<file path="src/rtl/hazard_interlock_if.sv">
// Handshake bundle between the SimpleRISC pipeline front-end and the hazard interlock.
// The pipeline (master) presents the OF instruction and branch resolution; the interlock
// (slave) returns stall/bubble/flush, forwarding selects and its event counters.
interface hazard_interlock_if #(
    parameter int unsigned REG_ADDR_W = 5,
    parameter int unsigned CNT_W      = 16
);
    logic                  of_valid;
    logic [REG_ADDR_W-1:0] of_rs1;
    logic [REG_ADDR_W-1:0] of_rs2;
    logic                  of_rs1_used;
    logic                  of_rs2_used;
    logic [REG_ADDR_W-1:0] of_rd;
    logic                  of_isWb;
    logic                  of_isLd;
    logic                  branch_taken;

    logic                  stall;
    logic                  bubble;
    logic                  flush;
    logic [2:0]            fwd_sel1;
    logic [2:0]            fwd_sel2;
    logic [CNT_W-1:0]      stall_cnt;
    logic [CNT_W-1:0]      flush_cnt;

    modport master (
        output of_valid, of_rs1, of_rs2, of_rs1_used, of_rs2_used, of_rd, of_isWb, of_isLd,
        output branch_taken,
        input  stall, bubble, flush, fwd_sel1, fwd_sel2, stall_cnt, flush_cnt
    );

    modport slave (
        input  of_valid, of_rs1, of_rs2, of_rs1_used, of_rs2_used, of_rd, of_isWb, of_isLd,
        input  branch_taken,
        output stall, bubble, flush, fwd_sel1, fwd_sel2, stall_cnt, flush_cnt
    );
endinterface

</file>
<file path="src/rtl/hazard_interlock.sv">
// Read-after-write hazard controller for the in-order SimpleRISC pipeline.
// Tracks every instruction past OF in a small scoreboard, then either stalls IF/OF
// (inserting a bubble) or picks a forwarding source for each OF operand. A taken branch
// flushes IF/OF and takes priority over any hazard. Stall/flush events are counted.
module hazard_interlock #(
    parameter int unsigned REG_ADDR_W = 5,
    parameter int unsigned STAGES     = 3,
    parameter int unsigned FWD_EN     = 1,
    parameter int unsigned WB_BYPASS  = 1,
    parameter int unsigned CNT_W      = 16
) (
    input logic               clk,
    input logic               rst,
    hazard_interlock_if.slave bus
);
    // Youngest-to-oldest stages that can still hurt the OF read; a bypassing register file
    // makes the WB stage harmless.
    localparam int unsigned ChkLast = STAGES - WB_BYPASS;

    logic [STAGES:1]       v_q, v_d;
    logic [STAGES:1]       wb_q, wb_d;
    logic [STAGES:1]       ld_q, ld_d;
    logic [REG_ADDR_W-1:0] rd_q [1:STAGES];
    logic [REG_ADDR_W-1:0] rd_d [1:STAGES];

    logic [STAGES:1]       hit1, hit2;
    logic [2:0]            sel1, sel2;
    logic                  raw_stall;
    logic                  stall;
    logic                  flush;
    logic                  issue;

    logic [CNT_W-1:0]      stall_cnt_q, stall_cnt_d;
    logic [CNT_W-1:0]      flush_cnt_q, flush_cnt_d;

    // Match each OF source against every in-flight producer in the checked range.
    always_comb begin
        hit1 = '0;
        hit2 = '0;
        for (int unsigned k = 1; k <= STAGES; k++) begin
            if (k <= ChkLast) begin
                hit1[k] = bus.of_valid & bus.of_rs1_used & v_q[k] & wb_q[k]
                        & (rd_q[k] == bus.of_rs1);
                hit2[k] = bus.of_valid & bus.of_rs2_used & v_q[k] & wb_q[k]
                        & (rd_q[k] == bus.of_rs2);
            end
        end
    end

    // Youngest producer wins: scan oldest first so the smallest matching stage is kept.
    always_comb begin
        sel1 = '0;
        sel2 = '0;
        for (int unsigned k = STAGES; k >= 1; k--) begin
            if (hit1[k]) sel1 = 3'(k);
            if (hit2[k]) sel2 = 3'(k);
        end
    end

    // Hazard decision; a taken branch overrides any stall and reset masks every output.
    always_comb begin
        if (FWD_EN != 0) begin
            // Only a load in ALU cannot be forwarded yet.
            raw_stall = (hit1[1] | hit2[1]) & ld_q[1];
        end else begin
            raw_stall = (|hit1) | (|hit2);
        end
        flush        = bus.branch_taken & ~rst;
        stall        = raw_stall & ~bus.branch_taken & ~rst;
        issue        = bus.of_valid & ~stall & ~flush;
        bus.stall    = stall;
        bus.bubble   = stall | flush;
        bus.flush    = flush;
        bus.fwd_sel1 = ((FWD_EN != 0) && !stall && !rst) ? sel1 : 3'd0;
        bus.fwd_sel2 = ((FWD_EN != 0) && !stall && !rst) ? sel2 : 3'd0;
    end

    // Scoreboard next state: new entry (or bubble) at stage 1, all others age by one.
    always_comb begin
        v_d[1]  = issue;
        wb_d[1] = issue & bus.of_isWb;
        ld_d[1] = issue & bus.of_isLd;
        rd_d[1] = issue ? bus.of_rd : '0;
        for (int unsigned k = 2; k <= STAGES; k++) begin
            v_d[k]  = v_q[k-1];
            wb_d[k] = wb_q[k-1];
            ld_d[k] = ld_q[k-1];
            rd_d[k] = rd_q[k-1];
        end
    end

    // Saturating performance counters.
    always_comb begin
        stall_cnt_d   = (stall && (stall_cnt_q != '1)) ? stall_cnt_q + 1'b1 : stall_cnt_q;
        flush_cnt_d   = (flush && (flush_cnt_q != '1)) ? flush_cnt_q + 1'b1 : flush_cnt_q;
        bus.stall_cnt = stall_cnt_q;
        bus.flush_cnt = flush_cnt_q;
    end

    // State registers with asynchronous reset.
    always_ff @(posedge clk or posedge rst) begin
        if (rst) begin
            v_q         <= '0;
            wb_q        <= '0;
            ld_q        <= '0;
            for (int unsigned k = 1; k <= STAGES; k++) begin
                rd_q[k] <= '0;
            end
            stall_cnt_q <= '0;
            flush_cnt_q <= '0;
        end else begin
            v_q         <= v_d;
            wb_q        <= wb_d;
            ld_q        <= ld_d;
            rd_q        <= rd_d;
            stall_cnt_q <= stall_cnt_d;
            flush_cnt_q <= flush_cnt_d;
        end
    end
endmodule

</file>
<file path="src/flat_wrapper.sv">
// flat-port wrapper written by rule: the top's interface ports become plain ports
module hazard_interlock_flat 
#(
    parameter int unsigned REG_ADDR_W = 5,
    parameter int unsigned STAGES     = 3,
    parameter int unsigned FWD_EN     = 1,
    parameter int unsigned WB_BYPASS  = 1,
    parameter int unsigned CNT_W      = 16
)
  (clk, rst, bus_of_valid, bus_of_rs1, bus_of_rs2, bus_of_rs1_used, bus_of_rs2_used, bus_of_rd, bus_of_isWb, bus_of_isLd, bus_branch_taken, bus_stall, bus_bubble, bus_flush, bus_fwd_sel1, bus_fwd_sel2, bus_stall_cnt, bus_flush_cnt);
  hazard_interlock_if #(.REG_ADDR_W(REG_ADDR_W), .CNT_W(CNT_W)) bus_i ();
  input logic clk;
  input logic rst;
  input wire logic [$bits(bus_i.of_valid)-1:0] bus_of_valid;
  input wire logic [$bits(bus_i.of_rs1)-1:0] bus_of_rs1;
  input wire logic [$bits(bus_i.of_rs2)-1:0] bus_of_rs2;
  input wire logic [$bits(bus_i.of_rs1_used)-1:0] bus_of_rs1_used;
  input wire logic [$bits(bus_i.of_rs2_used)-1:0] bus_of_rs2_used;
  input wire logic [$bits(bus_i.of_rd)-1:0] bus_of_rd;
  input wire logic [$bits(bus_i.of_isWb)-1:0] bus_of_isWb;
  input wire logic [$bits(bus_i.of_isLd)-1:0] bus_of_isLd;
  input wire logic [$bits(bus_i.branch_taken)-1:0] bus_branch_taken;
  output wire logic [$bits(bus_i.stall)-1:0] bus_stall;
  output wire logic [$bits(bus_i.bubble)-1:0] bus_bubble;
  output wire logic [$bits(bus_i.flush)-1:0] bus_flush;
  output wire logic [$bits(bus_i.fwd_sel1)-1:0] bus_fwd_sel1;
  output wire logic [$bits(bus_i.fwd_sel2)-1:0] bus_fwd_sel2;
  output wire logic [$bits(bus_i.stall_cnt)-1:0] bus_stall_cnt;
  output wire logic [$bits(bus_i.flush_cnt)-1:0] bus_flush_cnt;
  assign bus_i.of_valid = bus_of_valid;
  assign bus_i.of_rs1 = bus_of_rs1;
  assign bus_i.of_rs2 = bus_of_rs2;
  assign bus_i.of_rs1_used = bus_of_rs1_used;
  assign bus_i.of_rs2_used = bus_of_rs2_used;
  assign bus_i.of_rd = bus_of_rd;
  assign bus_i.of_isWb = bus_of_isWb;
  assign bus_i.of_isLd = bus_of_isLd;
  assign bus_i.branch_taken = bus_branch_taken;
  assign bus_stall = bus_i.stall;
  assign bus_bubble = bus_i.bubble;
  assign bus_flush = bus_i.flush;
  assign bus_fwd_sel1 = bus_i.fwd_sel1;
  assign bus_fwd_sel2 = bus_i.fwd_sel2;
  assign bus_stall_cnt = bus_i.stall_cnt;
  assign bus_flush_cnt = bus_i.flush_cnt;
  hazard_interlock #(.REG_ADDR_W(REG_ADDR_W), .STAGES(STAGES), .FWD_EN(FWD_EN), .WB_BYPASS(WB_BYPASS), .CNT_W(CNT_W)) u_core (.clk(clk), .rst(rst), .bus(bus_i));
endmodule
</file>
<file path="config.mk">
export PLATFORM = sky130hd
export DESIGN_NAME = hazard_interlock_flat
export DESIGN_NICKNAME = d
export VERILOG_FILES = /design/src/rtl/hazard_interlock_if.sv /design/src/rtl/hazard_interlock.sv /design/src/flat_wrapper.sv
export SDC_FILE = /design/constraint.sdc
export NUM_CORES = 1
export LEC_CHECK = 0
export ABC_AREA = 1
export CAP_MARGIN = 40
export CELL_PAD_IN_SITES_DETAIL_PLACEMENT = 0
export CELL_PAD_IN_SITES_GLOBAL_PLACEMENT = 1
export CORE_ASPECT_RATIO = 1.5
export CORE_UTILIZATION = 38
export CTS_CLUSTER_DIAMETER = 120
export DETAILED_ROUTE_END_ITERATION = 8
export GPL_TIMING_DRIVEN = 0
export PLACE_DENSITY_LB_ADDON = 0.08
export SYNTH_ARGS = -nofsm -noshare
export SYNTH_HDL_FRONTEND = slang
export SYNTH_SLANG_ARGS = --single-unit
</file>
<file path="constraint.sdc">
create_clock -name clk -period 6.42 [get_ports clk]
set_input_delay 1.926 -clock clk [delete_from_list [all_inputs] [get_ports clk]]
set_output_delay 1.926 -clock clk [all_outputs]
set_load 0.005 [all_outputs]
</file>
* Yosys cells after proc, flatten, opt, wreduce, memory -nomap -nowiden *
Cells that the tools add are included.

cells by class
  add/subtract/negate cells = 2
  multiply operators = 0
  div/mod/pow operators = 0
  order comparisons = 0
  eq/ne operators = 6
  shift-type cells = 0
  multiplexer cells = 7
  bitwise operators = 28
  reduce and logical (&&, ||, !) cells = 5

operator list
  operator               number
  $add 16x1->16 const B  2
  $ne 16x16->1 const B   2
  $and 1x1->1            22
  $eq 5x5->1             4
  $mux 3                 4
  $mux 5                 1
  $mux 2                 2
  $not 1->1              4
  $logic_and 1x1->1      3
  $logic_not 1->1        2
  $or 1x1->1             2

word-level totals
  bits in registers = 47
  latch bits = 0
  bits in writable memories = 0
  bits in read-only memories = 0
  bits of input ports = 23
  output and inout bits = 41
  word-level logic and storage cells = 55
  memories = 0

* Longest topological paths before layout *
Gate-level depths: netlist of the first run.

  depth in word-level cells = 12
  mapped depth = 11

* Worst setup path before layout of the first run *
OpenSTA, ideal clock, no wires.

  kind = input-to-output
  from = in bus_of_rs1[3]
  to = out bus_fwd_sel2[0]
  arrival = 2.718 ns
  data required time = 4.494 ns
  path slack = 1.776 ns
  stages = 10
  buffers on the path = 0
  cell sequence = inv_1 -> nand2_1 -> nand2_1 -> nor2_1 -> nand3_2 -> nand2_2 -> nand2_1 -> nand2_1 -> or2_2 -> inv_1

between the ends
  word-level cells in the longest chain between the ends = 9

RTL lines
  element                    RTL line                text
  from (decl)                flat_wrapper.sv:15      input wire logic [$bits(bus_i.of_rs1)-1:0] bus_of_rs1;
  $eq 5x5->1                 hazard_interlock.sv:43  & (rd_q[k] == bus.of_rs1);
  $and 1x1->1                hazard_interlock.sv:43
  $or 1x1->1                 hazard_interlock.sv:64  raw_stall = (hit1[1] | hit2[1]) & ld_q[1];
  $and 1x1->1                hazard_interlock.sv:64
  $and 1x1->1 (2 in series)  hazard_interlock.sv:69  stall = raw_stall & ~bus.branch_taken & ~rst;
  $logic_not 1->1            hazard_interlock.sv:75  bus.fwd_sel2 = ((FWD_EN != 0) && !stall && !rst) ? sel2 : 3'd0;
  $logic_and 1x1->1          hazard_interlock.sv:75
  $mux 3                     hazard_interlock.sv:75
  to (decl)                  flat_wrapper.sv:27      output wire logic [$bits(bus_i.fwd_sel2)-1:0] bus_fwd_sel2;

Every way passes these cells.

* Final worst setup path of the first run *
  from = in bus_of_valid
  to = out bus_fwd_sel2[0]

between the ends
  word-level cells in the longest chain between the ends = 11

RTL lines
  element                                       RTL line                                        text
  from (decl)                                   flat_wrapper.sv:14                              input wire logic [$bits(bus_i.of_valid)-1:0] bus_of_valid;
  $and 1x1->1 (on tied branches) (3 in series)  hazard_interlock.sv:42, hazard_interlock.sv:44
  $and 1x1->1 (on tied branches)                hazard_interlock.sv:43, hazard_interlock.sv:45
  $or 1x1->1                                    hazard_interlock.sv:64
  $and 1x1->1                                   hazard_interlock.sv:64
  $and 1x1->1 (2 in series)                     hazard_interlock.sv:69
  $logic_not 1->1                               hazard_interlock.sv:75
  $logic_and 1x1->1                             hazard_interlock.sv:75
  $mux 3 (*)                                    hazard_interlock.sv:75

Mark *: on every way between the ends. The rest lies on a longest branch, timed or not.

==> results of run 1 <==
## report_power, final
part	switching, W	internal, W
sequential	0.0000246	0.000319
clock	0.000108	0.0000881
combinational	0.0000600	0.0000699
## cell families (layout without fill, tap and decap cells)
group / Yosys count / in the layout
AOI/OAI and AO/OA: 15 / 15
xor gates and xnor gates: 18 / 18
adders and majority gates: 2 / 2
buffers and inverters: 75 / 146
DFF: 47 / 47
other: 1 / 2
and+or+nand+nor: 215 / 215
## final cells by class
class | instances | area [µm²]
Buffer | 7 | 53.80
Clock buffer | 6 | 82.58
Clock inverter | 2 | 16.27
Fill cell | 713 | 3297
Inverter | 68 | 255.2
Multi-Input combinational cell | 252 | 1254
Sequential cell | 47 | 1176
Tap cell | 78 | 97.59
Timing Repair Buffer | 63 | 665.6
## path summary, 6_finish.rpt
path | to | slack [ns] | depth (start not counted)
hold / removal | u_core.v_q[2] | 0.38 | 0
hold reg to reg | u_core.v_q[2] | 0.38 | 0
setup reg to reg | u_core.bus.stall_cnt[15] | 4.69 | 9
setup / recovery | bus_fwd_sel2[0] | 0.57 | 12
min in group asynchronous | u_core.bus.stall_cnt[9] | 2.19 | 3
max in group asynchronous | u_core.rd_d[8] | 3.57 | 5
## flip-flops by register name, indices dropped and copies added, names as in the netlist
signal                cells
u_core.ld_q               1
u_core.v_q                2
u_core.bus.flush_cnt     16
u_core.wb_q               2
u_core.rd_d              10
u_core.bus.stall_cnt     16
## worst max-delay path, delay by kind of cell
family	cells	cell delay (ns)
buffers and inverters	4	1.09
and+or+nand+nor	8	0.91
## metal layers
layer,vias up,global-route usage [%],wire (µm)
met5,-,0,0
met4,0,5.143,73
met3,6,3.059,246
met2,46,33.27,3388
met1,1149,22.27,2785
li1,1288,-,-
## through the flow
stage / hold WS (ns) / instance area, µm² / util (%)
finish: 0.3822 / 3601 / 52.20
global route: 0.4046 / 3601 / 52.20
floorplan: 0.3535 / 2738 / -
CTS: 0.3896 / 3601 / 52.20
global placement: 0.3558 / 3446 / 49.95
detailed placement: 0.3673 / 3502 / 50.77
## layout by cell type (no fill, tap or decap), drive strengths merged
cell           synthesis  layout
nand2                111     111
inv                   68      68
clkdlybuf4s50          0      61
nor2                  48      48
dfrtp                 47      47
nand3                 27      27
nand4                 17      17
xor2                  12      12
nor3                  11      11
buf                    6       8
clkbuf                 1       7
xnor2                  6       6
o21ai                  5       5
o22ai                  4       4
o21bai                 4       4
ha                     2       2
conb                   1       2
or2                    1       1
a221oi                 1       1
a211oi                 1       1
clkinv                 0       1
clkinvlp               0       1
==> summary by stage, run 1 <==
STA
At the pin with the least slew margin, the transition time is around 0.56 ns. Setup repair after global routing left no endpoint under its margin. The highest clock frequency the design can meet is about 170 MHz. The setup skew after layout is 0.01075 ns. The max-slew violation total from the final report came to 0. The remaining max-slew budget at the tightest pin is about 62%. The total of endpoints with negative setup slack in the final report is 0.

In the post-route analysis, the smallest setup slack over all paths is between 0.5 and 0.6 ns. Adding up every negative setup slack in the final design gives 0 ns. The final-report hold violation count came to 0. The minimum period implied by the final worst setup slack is between 5 and 6 ns.

The final period utilization is 91.05%.

Placement
The post-placement cell count is around 520. The placed wire-length estimate after detailed placement is between 4000 and 5000 µm. The number of input and output port buffers inserted is a little over 60. The global placement routability congestion is ~0.8. The worst setup slack after placement is between 0.5 and 0.6 ns.

Critical path
The required time at the worst-slack endpoint is 4.49 ns. Of all nets on the critical path, the largest fanout is 4. The worst setup path is of the input port to primary output kind. In this run the critical register-to-register path is launched from u_core.bus.stall_cnt[0]. The most numerous cell on the critical path is nand2_1. STA classifies the critical path endpoint as a primary output. The maximum single-stage delay on the critical path is 0.50 ns.

The worst path arrival time is approximately 3.9 ns. The critical path starts at bus_of_valid. The slowest stage of the critical path belongs to the cell clkdlybuf4s50_1. The signal on the critical path passes through clkdlybuf4s50_1 -> nand2_1 -> inv_1 -> nand2_1 -> nor2_2 -> nand3_2 -> nand2_2 -> nand2_1 -> nand2_1 -> or2_2 -> inv_1 -> clkdlybuf4s50_1.

The kind of start point of the critical path is an input port.

Die
The floorplan step defined a die boundary enclosing about 0.0075 mm². In this run the core area contains 37 standard-cell rows. The initial core utilization is a little under 40%.

The vertical extent of the die is 105.9 µm. 64 I/O pins were placed. The die width is between 70 and 80 µm. The region available for standard cell placement spans ~0.0069 mm².

Clock network
For the worst-skew pair, the clock arrives at the later sink with an insertion delay of slightly above 0.3 ns. The number of buffers on the longest clock path is 2. TritonCTS built the clock tree. The tree is rooted in a clkbuf_8. The total clock buffers created by CTS is 5. After clock tree synthesis, the clock-pin slew on the worst setup and hold paths is about 0.09 ns.

The quantity of gates resized following cts is 0. In this run the post-CTS setup repair buffer count came out at 0. The number of sinks driven by the clock tree is 47. The H-tree generated during clock tree synthesis spans 2 levels.

The number of hold-repair buffers added at the cts stage is 0.

Synth
The proportion of synthesized chip area in sequential cells is between 40% and 50%. The most used flip-flop cell after synthesis is dfrtp_1. The mean instance size in the synthesized netlist is between 7 and 8 µm². The Yosys step of the flow raised 0 warnings. The share of synthesized cell area in full adder, half adder and majority cells is less than 1%. Sorting the synthesized cells by how often they occur yields 109 x nand2_1, 63 x inv_1, 47 x dfrtp_1, 40 x nor2_1, 23 x nand3_1. The cell area after synthesis is 0.002734 mm². Of all cell types, the one taking the most synthesized area is dfrtp_1. Synthesis produced between 300 and 400 cells. The count of state elements after synthesis is 47. In this run the biggest area consumer among cell types represents about 43% of the synthesized area. Measured against the total synthesized area, the mux share comes to 0%. The synthesized netlist devotes between 30% and 40% of its cell area to simple gates. The number of distinct standard cells referenced by the synthesized netlist is 28.

After synthesis, the largest family of logic cells by area is simple AND/OR/NAND/NOR gates. Summing the areas of all compound-gate instances in the mapped netlist gives 3.524% of the synthesized area. In the post-synthesis netlist, the biggest area contributors are dfrtp_1 43%, nand2_1 15%, inv_1 8.6%. The XOR/XNOR share of the synthesized area is ~5.8%. Counting flops with an async set or reset pin after synthesis yields a share of 100.0%. nand2_1 is the most common cell in the netlist. The number of enable flip-flop cells after synthesis is 0.

Detailed routing
The number of violations reported at the end of detailed-routing iteration 0 is 92. The final layout contains routed wiring with a total length of 6494 µm. Using the TritonRoute via totals, the vias-per-cell ratio works out to roughly 4.8. For this run, design rule violations remaining after detail routing come to 3. The detail-routed net length per standard cell is roughly 12 µm. The number of nets with antenna violations after routing is 0. The first detailed-routing pass ran for 6 iterations. For this block, the via count after detailed routing is 2489.

Cells and area
The layout cell share with drive strength beyond 1 is 8.315%. 0 antenna diodes ended up in the layout. The non-filler instance count after layout is 523. The number of nets in the layout is 469. The area growth from synthesis to layout is 31.72%.

Global routing
The sum of overflow across all layers after global routing is 0. The via count of the first global-routing pass is around 2.4k. The first global-routing pass estimated approximately 11000 µm of wire. The total track usage is between 15 and 20%. The initial antenna violation count is 0.

Entering global routing, the biggest net connects 23 pins.

Worst hold path
The startpoint of the most critical hold path is u_core.v_q[1]. The worst hold path class is flop to flop.

Job
Across the run, the number of max-cap violations was 0.

Pwr
The power density normalized to cell area is approximately 190 mW/mm². The sum of internal, switching and leakage power is about 0.00067 W. The worst-case IR drop observed on VDD is 0.1228 mV.

The static leakage is 1.768 nW.

Status
The flow ran to the end, but the final reports show violations. The checks that failed: DRC.
Note: power is estimated with default switching activity, not from simulation.
==> inputs of run 2 (changes only) <==
--- a/config.mk
+++ b/config.mk
@@ -6,11 +6,12 @@
 export NUM_CORES = 1
 export LEC_CHECK = 0
 export ABC_AREA = 1
+export ABC_CLOCK_PERIOD_IN_PS = 4740
 export CAP_MARGIN = 40
 export CELL_PAD_IN_SITES_DETAIL_PLACEMENT = 0
 export CELL_PAD_IN_SITES_GLOBAL_PLACEMENT = 1
 export CORE_ASPECT_RATIO = 1.5
-export CORE_UTILIZATION = 38
+export CORE_UTILIZATION = 32
 export CTS_CLUSTER_DIAMETER = 120
 export DETAILED_ROUTE_END_ITERATION = 8
 export GPL_TIMING_DRIVEN = 0
==> constraint.sdc (replaced) <==
create_clock -name clk -period 4.74 [get_ports clk]
set_input_delay 1.422 -clock clk [delete_from_list [all_inputs] [get_ports clk]]
set_output_delay 1.422 -clock clk [all_outputs]
set_load 0.005 [all_outputs]
==> run 2 against run 1 <==
Against the previous run: the flow now finishes without violations; non-clock buffer count is the same; sequential power grew 35%; final cell count grew 4.8%; first-iteration DRC count grew 3.3%.
==> summary by stage, run 2 (synthesis results as in run 1) <==
Pwr
The part of the power in combinational logic is 17.6% (was 19.4%). The fraction of power spent switching nets is 26.99% (was 28.77%). The static leakage is 1.867 nW (was 1.768 nW).

The relative contribution of the clock network to total power is 34.8% (was 29.3%). The net switching power is 0.0002630 W (was 0.0001925 W). The power density normalized to cell area is 266.0 mW/mm² (was 185.8 mW/mm²). The proportion of power drawn by flip-flops and latches is 47.7% (was 51.3%). The design internal power is 0.0007113 W (was 0.0004766 W). The worst-case vdd ir drop is 0.2674 mV (was 0.1228 mV).

STA
The max-slew violation total from the final report was 0 (unchanged). The final-report hold violation count came to 0 (unchanged). The setup skew after layout is 0.007672 ns (was 0.01075 ns). The measured slew at the worst slew-check pin came to 0.7603 ns (was 0.5630 ns). The minimum period implied by the final worst setup slack is 4.630 ns. The post-layout worst setup margin is 0.1104 ns (was 0.5749 ns). The total of endpoints with negative setup slack in the final report is 0 (unchanged). The final period utilization is 97.67%.

The remaining max-slew budget at the tightest pin is 49.31% (was 62.47%). The final hold slack was 0.3680 ns (was 0.3822 ns). The highest clock frequency the design can meet is approximately 220 MHz. Setup repair after global routing missed its margin: false (unchanged).

Clock network
The number of buffers on the longest clock path is 2 (unchanged). The total clock buffers created by CTS is 5 (unchanged). The clock tree from TritonCTS is built (unchanged). The number of hold-repair buffers added at the cts stage came to 0 (unchanged).

The number of sinks driven by the clock tree is 47 (unchanged). The post-CTS clock slew at the launch and capture registers of the worst setup and hold paths came to 0.06 ns (was 0.09 ns). The maximum level of the CTS H-tree is 2 (unchanged). The root buffer cell is clkbuf_16 (was clkbuf_8).

The clock latency of the later-clocked register in the worst-skew pair is 0.29 ns (was 0.31 ns).

Detailed routing
The detail-routed net length per standard cell is 12.38 µm (was 12.42 µm). The number of nets with antenna violations after routing is 0 (unchanged). The total wire length was 6784 µm (was 6494 µm).

The number of violations reported at the end of detailed-routing iteration 0 is 95 (was 92). The number of remaining DRC errors was 0 (was 3). The number of iterations in the first detailed-routing pass is 6 (unchanged). The number of vias per cell after detailed routing was 4.597 (was 4.759). The detailed-route via count is 2519 (was 2489).

Cells and area
The antenna diode count is 0 (unchanged). Top library cells by usage in the layout, fill and taps aside: 108 x nand2_1, 61 x inv_1, 49 x clkdlybuf4s50_1 (was 109 x nand2_1, 63 x inv_1, 61 x clkdlybuf4s50_1). The final non-filler cell area came to 0.003662 mm² (was 0.003601 mm²). The layout cell share with drive strength beyond 1 is 9.255% (was 8.315%). The area growth from synthesis to layout was 33.96% (was 31.72%).

The number of nets in the layout was 469 (unchanged). The most common cell after layout, fill and taps aside is nand2_1 (unchanged).

Placement
The number of input and output port buffers inserted is 61 (unchanged). The placed wire-length estimate after detailed placement is 5077 µm (was 4994 µm). The placed instance area is 0.003483 mm² (was 0.003502 mm²). The global placement routability congestion is 0.7728 (was 0.8074). The worst setup slack after placement was -0.09589 ns (was 0.5591 ns).

Critical path
The endpoint kind of the worst setup timing path is a primary output (unchanged). The kind of start point of the critical path is an input port (unchanged). The required time at the worst-slack endpoint is 3.32 ns (was 4.49 ns).

The cell depth of the worst flop-to-flop path is 10 (was 9). The worst setup path category is input port to primary output (unchanged). The highest net fanout along the worst path is 4 (unchanged). The worst path arrival time is 3.21 ns (was 3.92 ns).

Global routing
The sum of overflow across all layers after global routing is 0 (unchanged). The initial antenna violation count is 0 (unchanged). The pin count of the biggest net entering global routing is 57 (was 23). The via count of the first global-routing pass was 2443 (was 2380).

The global-route wire length before repair was 11390 µm (was 11070 µm). The total track usage was 16.43% (was 18.48%).

Die
The die width came to 77.47 µm (was 71.26 µm). The area of the die was 0.008925 mm² (was 0.007545 mm²). The initial core utilization is 33.51% (was 39.63%). The vertical extent of the die is 115.2 µm (was 105.9 µm). The number of top-level design ports came to 64 (unchanged). The row count is 40 (was 37). The area of the placeable core is 0.008158 mm² (was 0.006898 mm²).

Status
Result of the run: complete, no violations (was finished, violations left).

Worst hold path
The worst hold path class is flop to flop (unchanged). The count of cells along the worst hold path is 0 (unchanged).

Job
The number of violations of the max-capacitance limit is 0 (unchanged).
[run 2: cell count changes in the layout (fill, tap and decap cells not counted), sizes merged]
cell,previous run,this run
clkdlybuf4s50,61,49
dlymetal6s2s,0,9
clkinvlp,1,0
clkinv,1,0
dlygate4sd2,0,3
[run 2: worst max-delay path, cell delays in order]
cell and delay (ns):
clkdlybuf4s50_1 0.44, inv_2 0.08, nand2_1 0.05, nand2_1 0.07
nor2_2 0.04, nand3_2 0.08, nand2_2 0.07, nand2_1 0.07
nand2_2 0.07, or2_2 0.27, inv_1 0.05, clkdlybuf4s50_1 0.48
[run 2: path summary, 6_finish.rpt]
| kind | startpoint | to | slack, ns |
|---|---|---|---|
| setup / recovery | bus_of_rs1[3] | bus_fwd_sel2[0] | 0.11 |
| setup reg to reg | u_core.bus.stall_cnt[0] | u_core.bus.stall_cnt[11] | 2.97 |
| max in group asynchronous | rst | u_core.bus.stall_cnt[13] | 2.42 |
| min in group asynchronous | rst | u_core.wb_q[2] | 1.84 |
| hold / removal | u_core.v_q[1] | u_core.v_q[2] | 0.37 |
| hold reg to reg | u_core.v_q[1] | u_core.v_q[2] | 0.37 |
[run 2: power groups by stage]
stage          clock (W)  combinational [W]  sequential [W]
2_1_floorplan          0          0.0000813        0.000468
3_3_place_gp           0           0.000172        0.000473
3_5_place_dp           0           0.000173        0.000473
4_1_cts         0.000348           0.000174        0.000465
5_1_grt         0.000363           0.000192        0.000469
6_report        0.000339           0.000171        0.000464
[run 2: per-stage QoR]
stage / cells / power [W] / utilization (%) / TNS, ns
after floorplan: 374 / 0.0005490 / - / 0
after global placement: 540 / 0.0006449 / 42.65 / -10.12
after detailed placement: 540 / 0.0006455 / 42.70 / -0.2616
after CTS: 547 / 0.0009877 / 44.36 / 0
after global routing: 548 / 0.001025 / 44.89 / 0
final: 548 / 0.0009743 / 44.89 / 0
[run 2: final cells by class]
class / count / area (µm²)
clock buffers: 6 / 128.9
flip-flops and latches: 47 / 1176
well taps: 105 / 131.4
multi-input cells: 252 / 1266
repair buffers: 63 / 644.4
plain buffers: 7 / 60.06
inverters: 68 / 255.2
fillers: 875 / 4496
[run 2: repair_timing]
action | 4_1_cts | 5_1_grt
resized for setup | 4 | 16
buffers inserted | 1 | 1
pin swaps | 1 | 2
setup endpoints to repair | 3 | 3
[run 2: routing by layer]
metal	vias up	track usage, %	share of wire [%]
li1	1291	-	-
met1	1168	18.55	43
met4	0	6.918	1.9
met3	8	3.730	4.0
met2	52	29.56	51
met5	-	0	0
